**src/rtl/mem_arb_pkg.sv**
```systemverilog
// Shared types and constants for the 6-way memory-port round-robin arbiter.
package mem_arb_pkg;

    localparam int ARB_NREQ  = 6;
    localparam int ARB_IDX_W = 3;

    typedef logic [ARB_NREQ-1:0]  arb_vec_t;
    typedef logic [ARB_IDX_W-1:0] arb_idx_t;

    typedef enum logic {
        ARB_IDLE,
        ARB_GRANT
    } arb_state_t;

    // Advance a requester index by one, wrapping 5 -> 0.
    function automatic arb_idx_t arb_next_idx(input arb_idx_t idx);
        return (idx >= arb_idx_t'(ARB_NREQ - 1)) ? '0 : idx + 1'b1;
    endfunction

endpackage

```
**src/rtl/rr_pick6.sv**
```systemverilog
// Combinational round-robin pick: first set request bit scanning from ptr
// upward with wrap 5 -> 0. The result is one-hot or zero.
module rr_pick6
    import mem_arb_pkg::*;
(
    input  arb_vec_t req,
    input  arb_idx_t ptr,
    output arb_vec_t pick,
    output arb_idx_t pick_idx,
    output logic     any
);

    // Walk the six positions starting at the pointer and keep the first hit.
    always_comb begin
        arb_idx_t cur;
        pick     = '0;
        pick_idx = '0;
        any      = 1'b0;
        cur      = (ptr > arb_idx_t'(ARB_NREQ - 1)) ? '0 : ptr;
        for (int i = 0; i < ARB_NREQ; i++) begin
            if (!any && req[cur]) begin
                pick[cur] = 1'b1;
                pick_idx  = cur;
                any       = 1'b1;
            end
            cur = arb_next_idx(cur);
        end
    end

endmodule

```
**src/rtl/mem_port_arb6.sv**
```systemverilog
// Round-robin arbiter for the shared memory-system port (6 requesters).
// Grants are registered and held until the owner signals done or drops its
// request; a release re-picks in the same cycle so grants go back-to-back.
// Optional watchdog release is enabled by defining MEM_ARB_WATCHDOG_EN.
module mem_port_arb6
    import mem_arb_pkg::*;
#(
    parameter int NREQ     = 6,
    parameter int HOLD_MAX = 255,
    parameter int WDT_W    = 8
) (
    input  logic       cpu_clock_i,
    input  logic       cpu_reset_i,
    input  logic       flush_i,
    input  logic [5:0] req_i,
    input  logic       done_i,
    output logic [5:0] grant_o,
    output logic       grant_valid_o,
    output logic [2:0] grant_idx_o,
    output logic       timeout_o
);

    if (NREQ != ARB_NREQ) begin : g_bad_nreq
        $error("mem_port_arb6 supports only NREQ == 6");
    end

    if (HOLD_MAX < 1 || HOLD_MAX >= (1 << WDT_W)) begin : g_bad_hold
        $error("mem_port_arb6 requires 1 <= HOLD_MAX < 2**WDT_W");
    end

    arb_state_t state_q, state_d;
    arb_vec_t   grant_q, grant_d;
    arb_idx_t   grant_idx_q, grant_idx_d;
    arb_idx_t   rr_ptr_q, rr_ptr_d;

    arb_idx_t   pick_ptr;
    arb_vec_t   pick;
    arb_idx_t   pick_idx;
    logic       pick_any;
    logic       owner_release;
    logic       wdt_expire;
    logic       release_evt;

`ifdef MEM_ARB_WATCHDOG_EN
    logic [WDT_W-1:0] wdt_q, wdt_d;
    logic             timeout_q, timeout_d;

    assign wdt_expire = (state_q == ARB_GRANT) && (wdt_q == WDT_W'(HOLD_MAX - 1));
    assign timeout_o  = timeout_q;
`else
    assign wdt_expire = 1'b0;
    assign timeout_o  = 1'b0;
`endif

    // On a release the pick already uses the advanced pointer, which makes the
    // just-released owner the lowest priority for the back-to-back grant.
    assign owner_release = (state_q == ARB_GRANT) && (done_i || !req_i[grant_idx_q]);
    assign release_evt   = owner_release || wdt_expire;
    assign pick_ptr      = (state_q == ARB_GRANT) ? arb_next_idx(grant_idx_q) : rr_ptr_q;

    rr_pick6 u_pick (
        .req      (req_i),
        .ptr      (pick_ptr),
        .pick     (pick),
        .pick_idx (pick_idx),
        .any      (pick_any)
    );

    // Next-state logic: flush overrides everything, IDLE grants on any request,
    // GRANT holds until a release and then re-picks or falls back to IDLE.
    always_comb begin
        state_d     = state_q;
        grant_d     = grant_q;
        grant_idx_d = grant_idx_q;
        rr_ptr_d    = rr_ptr_q;
`ifdef MEM_ARB_WATCHDOG_EN
        wdt_d       = wdt_q;
        timeout_d   = 1'b0;
`endif
        if (flush_i) begin
            state_d     = ARB_IDLE;
            grant_d     = '0;
            grant_idx_d = '0;
`ifdef MEM_ARB_WATCHDOG_EN
            wdt_d       = '0;
`endif
        end else begin
            case (state_q)
                ARB_IDLE: begin
                    if (pick_any) begin
                        state_d     = ARB_GRANT;
                        grant_d     = pick;
                        grant_idx_d = pick_idx;
`ifdef MEM_ARB_WATCHDOG_EN
                        wdt_d       = '0;
`endif
                    end
                end
                ARB_GRANT: begin
                    if (release_evt) begin
                        rr_ptr_d = pick_ptr;
`ifdef MEM_ARB_WATCHDOG_EN
                        timeout_d = wdt_expire && !owner_release;
                        wdt_d     = '0;
`endif
                        if (pick_any) begin
                            grant_d     = pick;
                            grant_idx_d = pick_idx;
                        end else begin
                            state_d     = ARB_IDLE;
                            grant_d     = '0;
                            grant_idx_d = '0;
                        end
                    end else begin
`ifdef MEM_ARB_WATCHDOG_EN
                        wdt_d = wdt_q + 1'b1;
`endif
                    end
                end
                default: begin
                    state_d     = ARB_IDLE;
                    grant_d     = '0;
                    grant_idx_d = '0;
                end
            endcase
        end
    end

    // All arbiter state, including the visible grant outputs, lives in these flops.
    always_ff @(posedge cpu_clock_i or posedge cpu_reset_i) begin
        if (cpu_reset_i) begin
            state_q     <= ARB_IDLE;
            grant_q     <= '0;
            grant_idx_q <= '0;
            rr_ptr_q    <= '0;
`ifdef MEM_ARB_WATCHDOG_EN
            wdt_q       <= '0;
            timeout_q   <= 1'b0;
`endif
        end else begin
            state_q     <= state_d;
            grant_q     <= grant_d;
            grant_idx_q <= grant_idx_d;
            rr_ptr_q    <= rr_ptr_d;
`ifdef MEM_ARB_WATCHDOG_EN
            wdt_q       <= wdt_d;
            timeout_q   <= timeout_d;
`endif
        end
    end

    assign grant_o       = grant_q;
    assign grant_valid_o = |grant_q;
    assign grant_idx_o   = grant_idx_q;

endmodule

```
**config.mk**
```make
export PLATFORM = sky130hd
export DESIGN_NAME = mem_port_arb6
export DESIGN_NICKNAME = d
export VERILOG_FILES = /design/src/rtl/mem_arb_pkg.sv /design/src/rtl/rr_pick6.sv /design/src/rtl/mem_port_arb6.sv
export SDC_FILE = /design/constraint.sdc
export NUM_CORES = 1
export LEC_CHECK = 0
export CAP_MARGIN = 30
export CORE_UTILIZATION = 60
export DETAILED_ROUTE_END_ITERATION = 7
export MAX_ROUTING_LAYER = met4
export PLACE_DENSITY = 0.84
export SYNTH_ARGS = -nofsm -noshare
export SYNTH_HDL_FRONTEND = slang
export SYNTH_SLANG_ARGS = --single-unit
```
**constraint.sdc**
```tcl
create_clock -name cpu_clock_i -period 18.4 [get_ports cpu_clock_i]
set_clock_uncertainty 0.2 [all_clocks]
set_input_delay 1.84 -clock cpu_clock_i [delete_from_list [all_inputs] [get_ports cpu_clock_i]]
set_output_delay 1.84 -clock cpu_clock_i [all_outputs]
set_load 0.01 [all_outputs]
```
==> impl_metrics.tcl <==
set metrics [dict create \
    outcome "complete, no violations" \
    drt_iter0_markers 425 \
    num_rows 23 \
    path_clk_slew_ns 0.05 \
    h-tree-depth 1 \
    cts_max_path_buffers 2 \
    grt_pass1_vias 2776 \
    setup_viol 0 \
    min_period_ns 7.77 \
    firstDrtPassIters 5 \
    die_y_um 66.7 \
    initial_utilization_pct 62.9 \
    hpwl_mm 6.31 \
    synth_enable_flop_cells 0 \
    area_growth_pct 7.56 \
    gp_congestion 1.08 \
    grt_overflow 0 \
    crit_required_ns 18.38 \
    netlist.area_leader.share_pct 12.9 \
    crit_arrival_ns 7.76 \
    fin_cells 388 \
    fp.dieArea_um2 4450 \
    cts_made_buffers 3 \
    synth_largest_area_cell "dfrtp_1" \
    syn_inst 337 \
    seqCellArea_um2 325 \
    yosysWarnings 0 \
    async_flop_share_pct 100 \
    vias_per_cell 7.55 \
    track_usage_pct 40.4 \
    root_buffer "clkbuf_8" \
    tns_ns 0 \
    core_area_um2 4000 \
    drc 0 \
    tightest_slew_ns 0.799 \
    slowest_delay_ns 0.67 \
    place_area_um2 2660 \
    fillCellCount 356 \
    start_kind "flop" \
    postRouteAntennaNets 0 \
    final_nets 357 \
    routed_wl_mm 8.40 \
    hold_class "reg -> reg" \
    path_max_fanout 18 \
    wire_per_inst_um 21.7 \
    hold_viol 0 \
    ys_seq_area_share_pct 12.9 \
    clock.fmax_mhz 129 \
    grt_pass1_wl_mm 13.2 \
    portBuffers 19 \
    rsz0062_at_grt "no" \
    endpoint_kind "flop" \
    pin_count 21 \
    ff2ff_setup_slack_ns 10.63 \
    cts_sinks 13 \
    ys_seq_elements 13 \
    placed_cells 384 \
    synth-main-ff-cell "dfrtp_1" \
    maxCapViolCount 0 \
    insertion_delay_ns 0.24 \
    postSynthAreaPerCell_um2 7.46 \
    grt_max_degree 19 \
    num_vias 2931 \
    die_x_um 66.7 \
    slowest_stage "o31a_1" \
    whs_ns 0.282 \
    syn_area_um2 2510 \
    max_slew_margin_pct 46.5 \
    syn_nets 355 \
    drive_gt1_share_pct 8.88 \
    crit_path_frequent_cell "ha_1" \
    postCtsHoldBufs 0 \
    num_antenna_cells 0 \
    final_area_um2 2710 \
    mostFrequentLayoutCell "nand2_1" \
    period_share_pct 42.3 \
    ctsResizeCount 0 \
    cts_tree "done" \
    critPathKind "reg -> reg" \
    grt_antenna_before_repair 0 \
    multi_input_area_um2 2000 \
    drv_slew 0 \
    synth.distinct_cells 82 \
    postCtsSetupBuffers 0 \
    synthTopCellsByArea "dfrtp_1 13%, mux2i_1 7.6%, nand2_1 5.1%, a32o_1 4.0%, ha_1 4.0%" \
    mostFrequentLayoutCells "34 x nand2_1, 23 x nor2_1, 19 x mux2i_1, 19 x clkdlybuf4s50_1, 18 x a21oi_1" \
]
-- worst paths after layout --
path,startpoint,to,depth (start not counted)
min in group asynchronous,cpu_reset_i,rr_ptr_q[2],2
max in group asynchronous,cpu_reset_i,grant_o[2],2
worst min register to register,rr_ptr_q[1],rr_ptr_q[1],2
worst max-delay path,grant_idx_o[1],grant_o[4],25
worst min-delay path,rr_ptr_q[1],rr_ptr_q[1],2
worst max register to register,grant_idx_o[1],grant_o[4],25
-- cell type report --
type	instances	area share, %
clock buffer	4	1.67
inverter	16	2.31
multi-input combinational	284	74.1
sequential	13	12.0
tap	50	2.31
timing repair buffer	21	7.59
-- cell usage after synthesis, types with 5 or more instances --
library cell,n
and2_1,5
a21oi_1,18
a32o_1,10
dfrtp_1,13
or3_1,9
nand3_1,7
nand2_1,34
o21ai_1,6
ha_1,8
nor3_1,10
nor4_1,7
o21ai_0,13
nand4_1,11
nor2_1,23
inv_1,11
buf_2,11
mux2i_1,19
nor2b_1,7
clkbuf_1,9
o211ai_1,5
-- worst max-delay path, delay by kind of cell (launching register included) --
kind	cells	cell delay, ns
AOI/OAI and AO/OA	12	3.10
adders and majority gates	4	1.54
buffers and inverters	3	0.51
DFF	1	0.56
and+or+nand+nor	6	1.79
-- flip-flops by register name, indices dropped and copies added, names as in the netlist --
signal and flops:
grant_o 6, rr_ptr_q 3, state_q 1, grant_idx_o 3
-- kinds of logic after synthesis --
| family | share of synthesized area, % |
|---|---|
| muxes | 9.35 |
| adders and majority gates | 3.98 |
| other | 0.149 |
| buffers and inverters | 7.36 |
| DFF | 12.9 |
| xor gates and xnor gates | 0.348 |
| and+or+nand+nor | 30.5 |
| AOI/OAI and AO/OA | 35.4 |
-- metrics by stage --
stage | util [%] | setup slack (ns)
after global routing | 67.6 | 10.10
after detailed placement | 66.5 | 10.83
after CTS | 67.6 | 10.80
final | 67.6 | 10.63
after global placement | 66.5 | 11.09
after floorplan | - | 11.83
-- layer usage --
layer	track usage, %	wire length (µm)
met1	51.6	3440
met2	62.2	3780
met5	-	0
met4	22.1	348
met3	4.11	831
Power is not shown: default switching activity piles up to over one toggle a cycle in this logic, so the estimate is an artifact.
